--- src/rtl/bank_wl_sequencer.sv ---
// Multi-bank word-line sequencer: accepts row requests, selects the bank and pulses one-hot
// word lines with programmed setup / pulse / recovery timing, optionally bursting over consecutive rows.
module bank_wl_sequencer #(
    parameter int ROW_W     = 10,
    parameter int BANKS     = 4,
    parameter int BANK_W    = 2,
    parameter int SETUP_CYC = 1,
    parameter int PULSE_CYC = 4,
    parameter int RECOV_CYC = 1,
    parameter int BURST_W   = 4
) (
    input  logic                    clk,
    input  logic                    rst,
    input  logic                    req_valid,
    output logic                    req_ready,
    input  logic [BANK_W-1:0]       req_bank,
    input  logic [ROW_W-1:0]        req_row,
    input  logic [BURST_W-1:0]      req_burst,
    input  logic                    WL_enable,
    output logic [(2**ROW_W)-1:0]   wl,
    output logic [BANKS-1:0]        bank_sel,
    output logic                    busy,
    output logic                    done,
    output logic                    err
);

    localparam int ROWS    = 2**ROW_W;
    localparam int CNT_MAX = (SETUP_CYC > PULSE_CYC) ?
                             ((SETUP_CYC > RECOV_CYC) ? SETUP_CYC : RECOV_CYC) :
                             ((PULSE_CYC > RECOV_CYC) ? PULSE_CYC : RECOV_CYC);
    localparam int CNT_W   = $clog2(CNT_MAX + 1);
    localparam logic [BANK_W:0] BANK_LIMIT = (BANK_W+1)'(BANKS);

    typedef enum logic [2:0] {
        IDLE    = 3'd0,
        SETUP   = 3'd1,
        ASSERT  = 3'd2,
        RECOVER = 3'd3,
        FAULT   = 3'd4
    } state_t;

    state_t               state_r;
    state_t               state_next_s;
    logic [CNT_W-1:0]     cnt_r;
    logic [CNT_W-1:0]     cnt_next_s;
    logic [BANK_W-1:0]    bank_q;
    logic [ROW_W-1:0]     row_q;
    logic [BURST_W-1:0]   rem_q;
    logic                 done_r;
    logic                 err_r;
    logic                 accept_s;
    logic                 step_s;
    logic                 done_next_s;
    logic                 err_next_s;
    logic                 bank_ok_s;
    logic                 bank_active_s;

    // Widened compare so BANKS == 2**BANK_W does not wrap to zero.
    assign bank_ok_s = ({1'b0, req_bank} < BANK_LIMIT);

    // State register.
    always_ff @(posedge clk or posedge rst) begin
        if (rst) begin
            state_r <= IDLE;
        end else begin
            state_r <= state_next_s;
        end
    end

    // Next-state, counter and completion decode.
    always_comb begin
        state_next_s = state_r;
        cnt_next_s   = cnt_r;
        accept_s     = 1'b0;
        step_s       = 1'b0;
        done_next_s  = 1'b0;
        err_next_s   = 1'b0;
        case (state_r)
            IDLE: begin
                if (req_valid) begin
                    accept_s     = 1'b1;
                    cnt_next_s   = '0;
                    state_next_s = bank_ok_s ? SETUP : FAULT;
                end else begin
                    state_next_s = IDLE;
                end
            end
            SETUP: begin
                if (cnt_r == CNT_W'(SETUP_CYC - 1)) begin
                    state_next_s = ASSERT;
                    cnt_next_s   = '0;
                end else begin
                    cnt_next_s   = cnt_r + CNT_W'(1);
                end
            end
            ASSERT: begin
                // Only gated-on cycles count toward the pulse width.
                if (!WL_enable) begin
                    cnt_next_s = cnt_r;
                end else if (cnt_r == CNT_W'(PULSE_CYC - 1)) begin
                    state_next_s = RECOVER;
                    cnt_next_s   = '0;
                end else begin
                    cnt_next_s   = cnt_r + CNT_W'(1);
                end
            end
            RECOVER: begin
                if (cnt_r != CNT_W'(RECOV_CYC - 1)) begin
                    cnt_next_s = cnt_r + CNT_W'(1);
                end else if (rem_q != '0) begin
                    cnt_next_s   = '0;
                    step_s       = 1'b1;
                    state_next_s = ASSERT;
                end else begin
                    cnt_next_s   = '0;
                    done_next_s  = 1'b1;
                    state_next_s = IDLE;
                end
            end
            FAULT: begin
                done_next_s  = 1'b1;
                err_next_s   = 1'b1;
                state_next_s = IDLE;
            end
            default: begin
                cnt_next_s   = '0;
                state_next_s = IDLE;
            end
        endcase
    end

    // Request latch, burst stepping, counter and registered status pulses.
    always_ff @(posedge clk or posedge rst) begin
        if (rst) begin
            cnt_r  <= '0;
            bank_q <= '0;
            row_q  <= '0;
            rem_q  <= '0;
            done_r <= 1'b0;
            err_r  <= 1'b0;
        end else begin
            cnt_r  <= cnt_next_s;
            done_r <= done_next_s;
            err_r  <= err_next_s;
            if (accept_s) begin
                bank_q <= req_bank;
                row_q  <= req_row;
                rem_q  <= req_burst;
            end else if (step_s) begin
                row_q  <= row_q + ROW_W'(1);
                rem_q  <= rem_q - BURST_W'(1);
            end else begin
                row_q  <= row_q;
                rem_q  <= rem_q;
            end
        end
    end

    assign bank_active_s = (state_r == SETUP) || (state_r == ASSERT) || (state_r == RECOVER);

    // One-hot bank select and word-line decode, forced low while reset is held.
    always_comb begin
        bank_sel = '0;
        wl       = '0;
        for (int i = 0; i < BANKS; i++) begin
            bank_sel[i] = bank_active_s && !rst && (bank_q == BANK_W'(i));
        end
        for (int i = 0; i < ROWS; i++) begin
            wl[i] = (state_r == ASSERT) && WL_enable && !rst && (row_q == ROW_W'(i));
        end
    end

    assign req_ready = (state_r == IDLE) && !rst;
    assign busy      = (state_r != IDLE) && !rst;
    assign done      = done_r;
    assign err       = err_r;

endmodule

--- config.mk ---
export PLATFORM = sky130hd
export DESIGN_NAME = bank_wl_sequencer
export DESIGN_NICKNAME = d
export VERILOG_FILES = /design/src/rtl/bank_wl_sequencer.sv
export SDC_FILE = /design/constraint.sdc
export NUM_CORES = 1
export LEC_CHECK = 0
export ABC_AREA = 1
export CAP_MARGIN = 20
export CELL_PAD_IN_SITES_DETAIL_PLACEMENT = 0
export CELL_PAD_IN_SITES_GLOBAL_PLACEMENT = 1
export CORE_AREA = 10 10 401 403
export CTS_CLUSTER_DIAMETER = 150
export DETAILED_ROUTE_END_ITERATION = 8
export DIE_AREA = 0 0 411 413
export PLACE_DENSITY = 0.41
export SLEW_MARGIN = 20
export SYNTH_ARGS = -nofsm -noshare
export SYNTH_HDL_FRONTEND = slang
export SYNTH_SLANG_ARGS = --single-unit
export TNS_END_PERCENT = 50
--- constraint.sdc ---
create_clock -name clk -period 5.2 [get_ports clk]
set_input_delay 1.04 -clock clk [delete_from_list [all_inputs] [get_ports clk]]
set_output_delay 1.04 -clock clk [all_outputs]
set_load 0.05 [all_outputs]
== After elaboration in Yosys (flattened, before gate mapping) ==
Cells that the tools add are included.

* ROM bits: 0
* Output and inout port bits: 1032
* Bits in latches: 0
* Bits in registers: 24
* Word-level logic and storage cells: 2119
* RAM bits: 0
* Memories: 0

* Shift operators: 0
* Reduce and logical (&&, ||, !) cells: 1046
* Muxes and demuxes: 26
* Eq/ne operators: 1036
* Bitwise operators: 1
* Div/mod/pow operators: 0
* Add/subtract/negate cells: 3
* Multiply operators: 0
* Order comparisons: 0

{| class="wikitable"
|+ Operators by type and width
! kind !! count
|-
| equality test 10 bit (second input constant) || 512
|-
| equality test 10 x 9 -> 1 bit (second input constant) || 256
|-
| equality test 10 x 8 -> 1 bit (second input constant) || 128
|-
| logical AND 1 bit || 1033
|-
| equality test 10 x 7 -> 1 bit (second input constant) || 64
|-
| equality test 10 x 6 -> 1 bit (second input constant) || 32
|-
| equality test 10 x 5 -> 1 bit (second input constant) || 16
|-
| equality test 10 x 4 -> 1 bit (second input constant) || 8
|-
| equality test 10 x 3 -> 1 bit (second input constant) || 4
|-
| 2-to-1 mux 3 bit || 9
|-
| equality test 10 x 2 -> 1 bit (second input constant) || 2
|-
| 2-to-1 mux 10 bit || 2
|-
| one-hot mux 3 bit (5 select lines) || 1
|-
| one-hot mux 3 bit (4 select lines) || 1
|-
| adder 10 x 1 -> 10 bit (second input constant) || 1
|-
| equality test 10 x 1 -> 1 bit (second input constant) || 1
|-
| logical NOT 10 bit || 1
|-
| != test 2 bit (second input constant) || 5
|-
| equality test 3 x 2 -> 1 bit (second input constant) || 3
|-
| 2-to-1 mux 1 bit || 9
|-
| 2-to-1 mux 4 bit || 2
|-
| logical NOT 3 bit || 2
|-
| nonzero test 3 bit || 2
|-
| equality test 2 bit (second input constant) || 2
|-
| 15 further kinds || 16
|}

== Depth between registers and ports, before layout ==
* Word-level depth: 6
* Depth in mapped cells: 9
* Gate-level depth less buffers: 9

== Worst setup path after synthesis ==
No wires, ideal clock.

* Path kind: input-to-output
* From: input port rst
* To: output port bank_sel[0]
* Data required time: 4.160 ns
* Setup slack: 1.153 ns
* Arrival time: 3.007 ns
* Stages: 3
* Cell sequence: nor2_1 inv_1 nor3_1

* Cells in the longest elaborated chain, start to end: 3

{| class="wikitable"
|+ RTL lines
! element !! line !! text
|-
| start, declared || 13 || <nowiki>input logic rst,</nowiki>
|-
| logical NOT 1 bit || 166 || <nowiki>bank_sel[i] = bank_active_s && !rst && (bank_q == BANK_W'(i));</nowiki>
|-
| logical AND 1 bit (2 in series) || 166 ||
|-
| end, declared || 21 || <nowiki>output logic [BANKS-1:0] bank_sel,</nowiki>
|}

No other way between the ends.

== Worst setup path in the final report ==
* From: input port WL_enable
* To: output port wl[420]

* Cells in the longest elaborated chain, start to end: 3

{| class="wikitable"
|+ RTL lines
! element !! line !! text
|-
| start, declared || 19 || <nowiki>input logic WL_enable,</nowiki>
|-
| logical AND 1 bit (3 in series) || 169 || <nowiki>wl[i] = (state_r == ASSERT) && WL_enable && !rst && (row_q == ROW_W'(i));</nowiki>
|-
| end, declared || 20 || <nowiki>output logic [(2**ROW_W)-1:0] wl,</nowiki>
|}

No other way between the ends.

==> metrics.yaml <==
hold_path:
  min-delay-start: "rem_q[3]"
  min_path_type: "register to register"
timing:
  slew_violations: 0
  slew_headroom_pct: 36.6
  final.setup.tns_ns: 0
  post-route-period-util_pct: 86.6
  tightestPinTransition_ns: 0.949
  period_needed_ns: 4.51
  holdWs_ns: 0.515
  setup_viol: 0
  rsz0062_at_grt: "no"
  hold_viol: 0
  clock_skew_ns: 0.00268
  fmax_mhz: 222
power_and_ir_drop:
  p_leak_nw: 9.65
  irDropWorstVdd_uv: 140
  power_density_mw_per_mm2: 89.0
cts:
  cts-root-buf: "clkbuf_16"
  clock_path_buffers: 2
  cts_tree: "yes"
  postCtsSetupRepairBufs: 0
  ctsResizeCount: 0
  clock_latency_ns: 0.26
  path_clk_slew_ns: 0.07
  numCtsBuffers: 3
  cts_sinks: 22
  htreeDepth: 1
  cts_hold_buf: 0
die:
  die_area_mm2: 0.170
  die_h_um: 413
  core.rowCount: 144
  start_util_pct: 4.72
  die_x_um: 411
  core-area_mm2: 0.153
  io_pins: 1052
synthesis:
  ys_seq_elements: 22
  syn_area_per_cell_um2: 4.27
  syn_nets: 1717
  syn_area_mm2: 0.00721
  ys_seq_area_share_pct: 7.63
  yosysUniqueCellTypes: 21
  yosysWarnings: 0
  synthCells: 1688
drt:
  dr.pass1.iters: 5
  postRouteAntennaNets: 0
  drt_iter0_markers: 733
  wl_mm: 139
  vias: 14900
  wl_per_cell_um: 29.4
  drc: 0
  avgViaCountPerCell: 3.16
run_status:
  status: "finished, final reports clean"
grt:
  grt_pass1_vias: 15300
  grt-ovfl-total: 0
  grt_pass1_wl_mm: 174
  antenna_found_initial: 15
  grt_max_degree: 107
  grt_usage_pct: 15.3
worst_setup_path:
  path_common_cell: "buf_12"
  worstSetupStartpointType: "primary input"
  cp.required_ns: 4.16
  crit_path_top_delay_cell: "clkdlybuf4s50_1"
  path_cells: "clkdlybuf4s50_1, inv_1, nor3_2, buf_4, nand3_4, buf_12, buf_12, nor2_1, buf_12"
  criticalPathCategory: "primary input to output pin"
  max_stage_delay_ns: 0.53
  reg2reg_from: "cnt_r[0]"
  crit_path_end_kind: "output pin"
  cp_max_fo: 97
  cp-startpoint: "WL_enable"
  arrival_ns: 3.47
layout:
  fin_util_pct: 18.7
  nets: 2693
  drive_gt1_share_pct: 41.8
  fin_area_mm2: 0.0287
  layout.cells.non_filler: 4716
  syn_to_final_growth_pct: 297
job:
  cap_violations: 0
place:
  place_area_mm2: 0.0286
  placed_cells: 4703
  dpl.hpwl_mm: 116
  numPortBuffers: 1050
  place_congestion: 0.780
## metrics by stage
step	worst slack [ns]	total power [mW]
3_5_place_dp	0.745	2.52
3_3_place_gp	0.743	2.53
2_1_floorplan	1.15	1.27
4_1_cts	0.739	2.71
6_report	0.694	2.55
5_1_grt	0.638	2.79
## final timing paths
check | endpoint | slack, ns | depth (start not counted)
min | rem_q[3] | 0.52 | 2
max in group asynchronous | row_q[1] | 3.47 | 2
min reg2reg | rem_q[3] | 0.52 | 2
max | wl[420] | 0.69 | 9
max reg2reg | row_q[6] | 2.95 | 9
min in group asynchronous | done | 1.30 | 2
## worst max-delay path, delay by kind of cell
kind | cells | cell delay, ns
buf+inv | 6 | 1.42
simple gates | 3 | 0.73
## cell families (layout without fill, tap and decap cells)
group,count (synthesis),in the layout,share of synthesized area [%]
AOI/OAI and AO/OA,32,32,2.24
and+or+nand+nor,1433,1433,76.4
DFF,22,22,7.63
buffers and inverters,191,1165,12.1
other,1,11,0.0520
adders and majority gates,9,9,1.56
## Yosys cell counts (all sizes together)
| cell type | count | share of area (%) |
|---|---|---|
| inv | 41 | 2.1 |
| clkbuf | 17 | 0.88 |
| o21ai | 26 | 1.8 |
| nor2 | 1073 | 57 |
| or2 | 2 | 0.17 |
| dfrtp | 22 | 7.6 |
| nand3 | 25 | 1.7 |
| o22ai | 1 | 0.087 |
| a21oi | 5 | 0.35 |
| nand2 | 326 | 17 |
| nor3 | 6 | 0.49 |
| conb | 1 | 0.052 |
| ha | 9 | 1.6 |
| nand4 | 1 | 0.087 |
| buf | 133 | 9.1 |
## placed cells by master, fill, tap and decap left out
cell	n
clkinv_1	1
buf_12	863
o21ai_0	26
nand3_4	4
conb_1	1
nor3_2	1
clkbuf_16	3
nor2_1	1041
clkdlybuf4s50_1	56
nor2_4	21
o22ai_1	1
nand4_1	1
inv_1	34
inv_2	6
nor2_2	11
dfrtp_1	22
nand2_1	326
nor3_1	5
buf_4	202
diode_2	10
or2_2	2
a21oi_1	5
nand3_1	21
ha_1	9
## per-layer routing
metal	wire length, um	part of all wire, %	GRT usage [%]	up-vias
met3	8420	6.1	3.49	46
met1	55500	40	17.9	7324
met4	1330	0.96	1.42	10
met2	73500	53	29.0	597
li1	-	-	-	6945
met5	69	0.050	0	-
## report_power, final
part | internal, mW | switching, mW
registers | 0.244 | 0.0876
logic | 0.420 | 1.63
clock network | 0.102 | 0.0717
total | 0.767 | 1.79
## registers in the layout, summed over array words and instances (netlist names)
register / flops
bank_q: 2
cnt_r: 3
done: 1
rem_q: 4
row_q: 10
state_r: 2
## area by class of cell
class	count	area, um^2
Sequential cell	22	551
Inverter	41	154
Fill cell	17100	124000
Clock buffer	3	75.1
Antenna cell	10	25.0
Tap cell	2044	2560
Timing Repair Buffer	1121	19400
Multi-Input combinational cell	1475	5940
No activity file was read; power rests on OpenSTA's default activity.
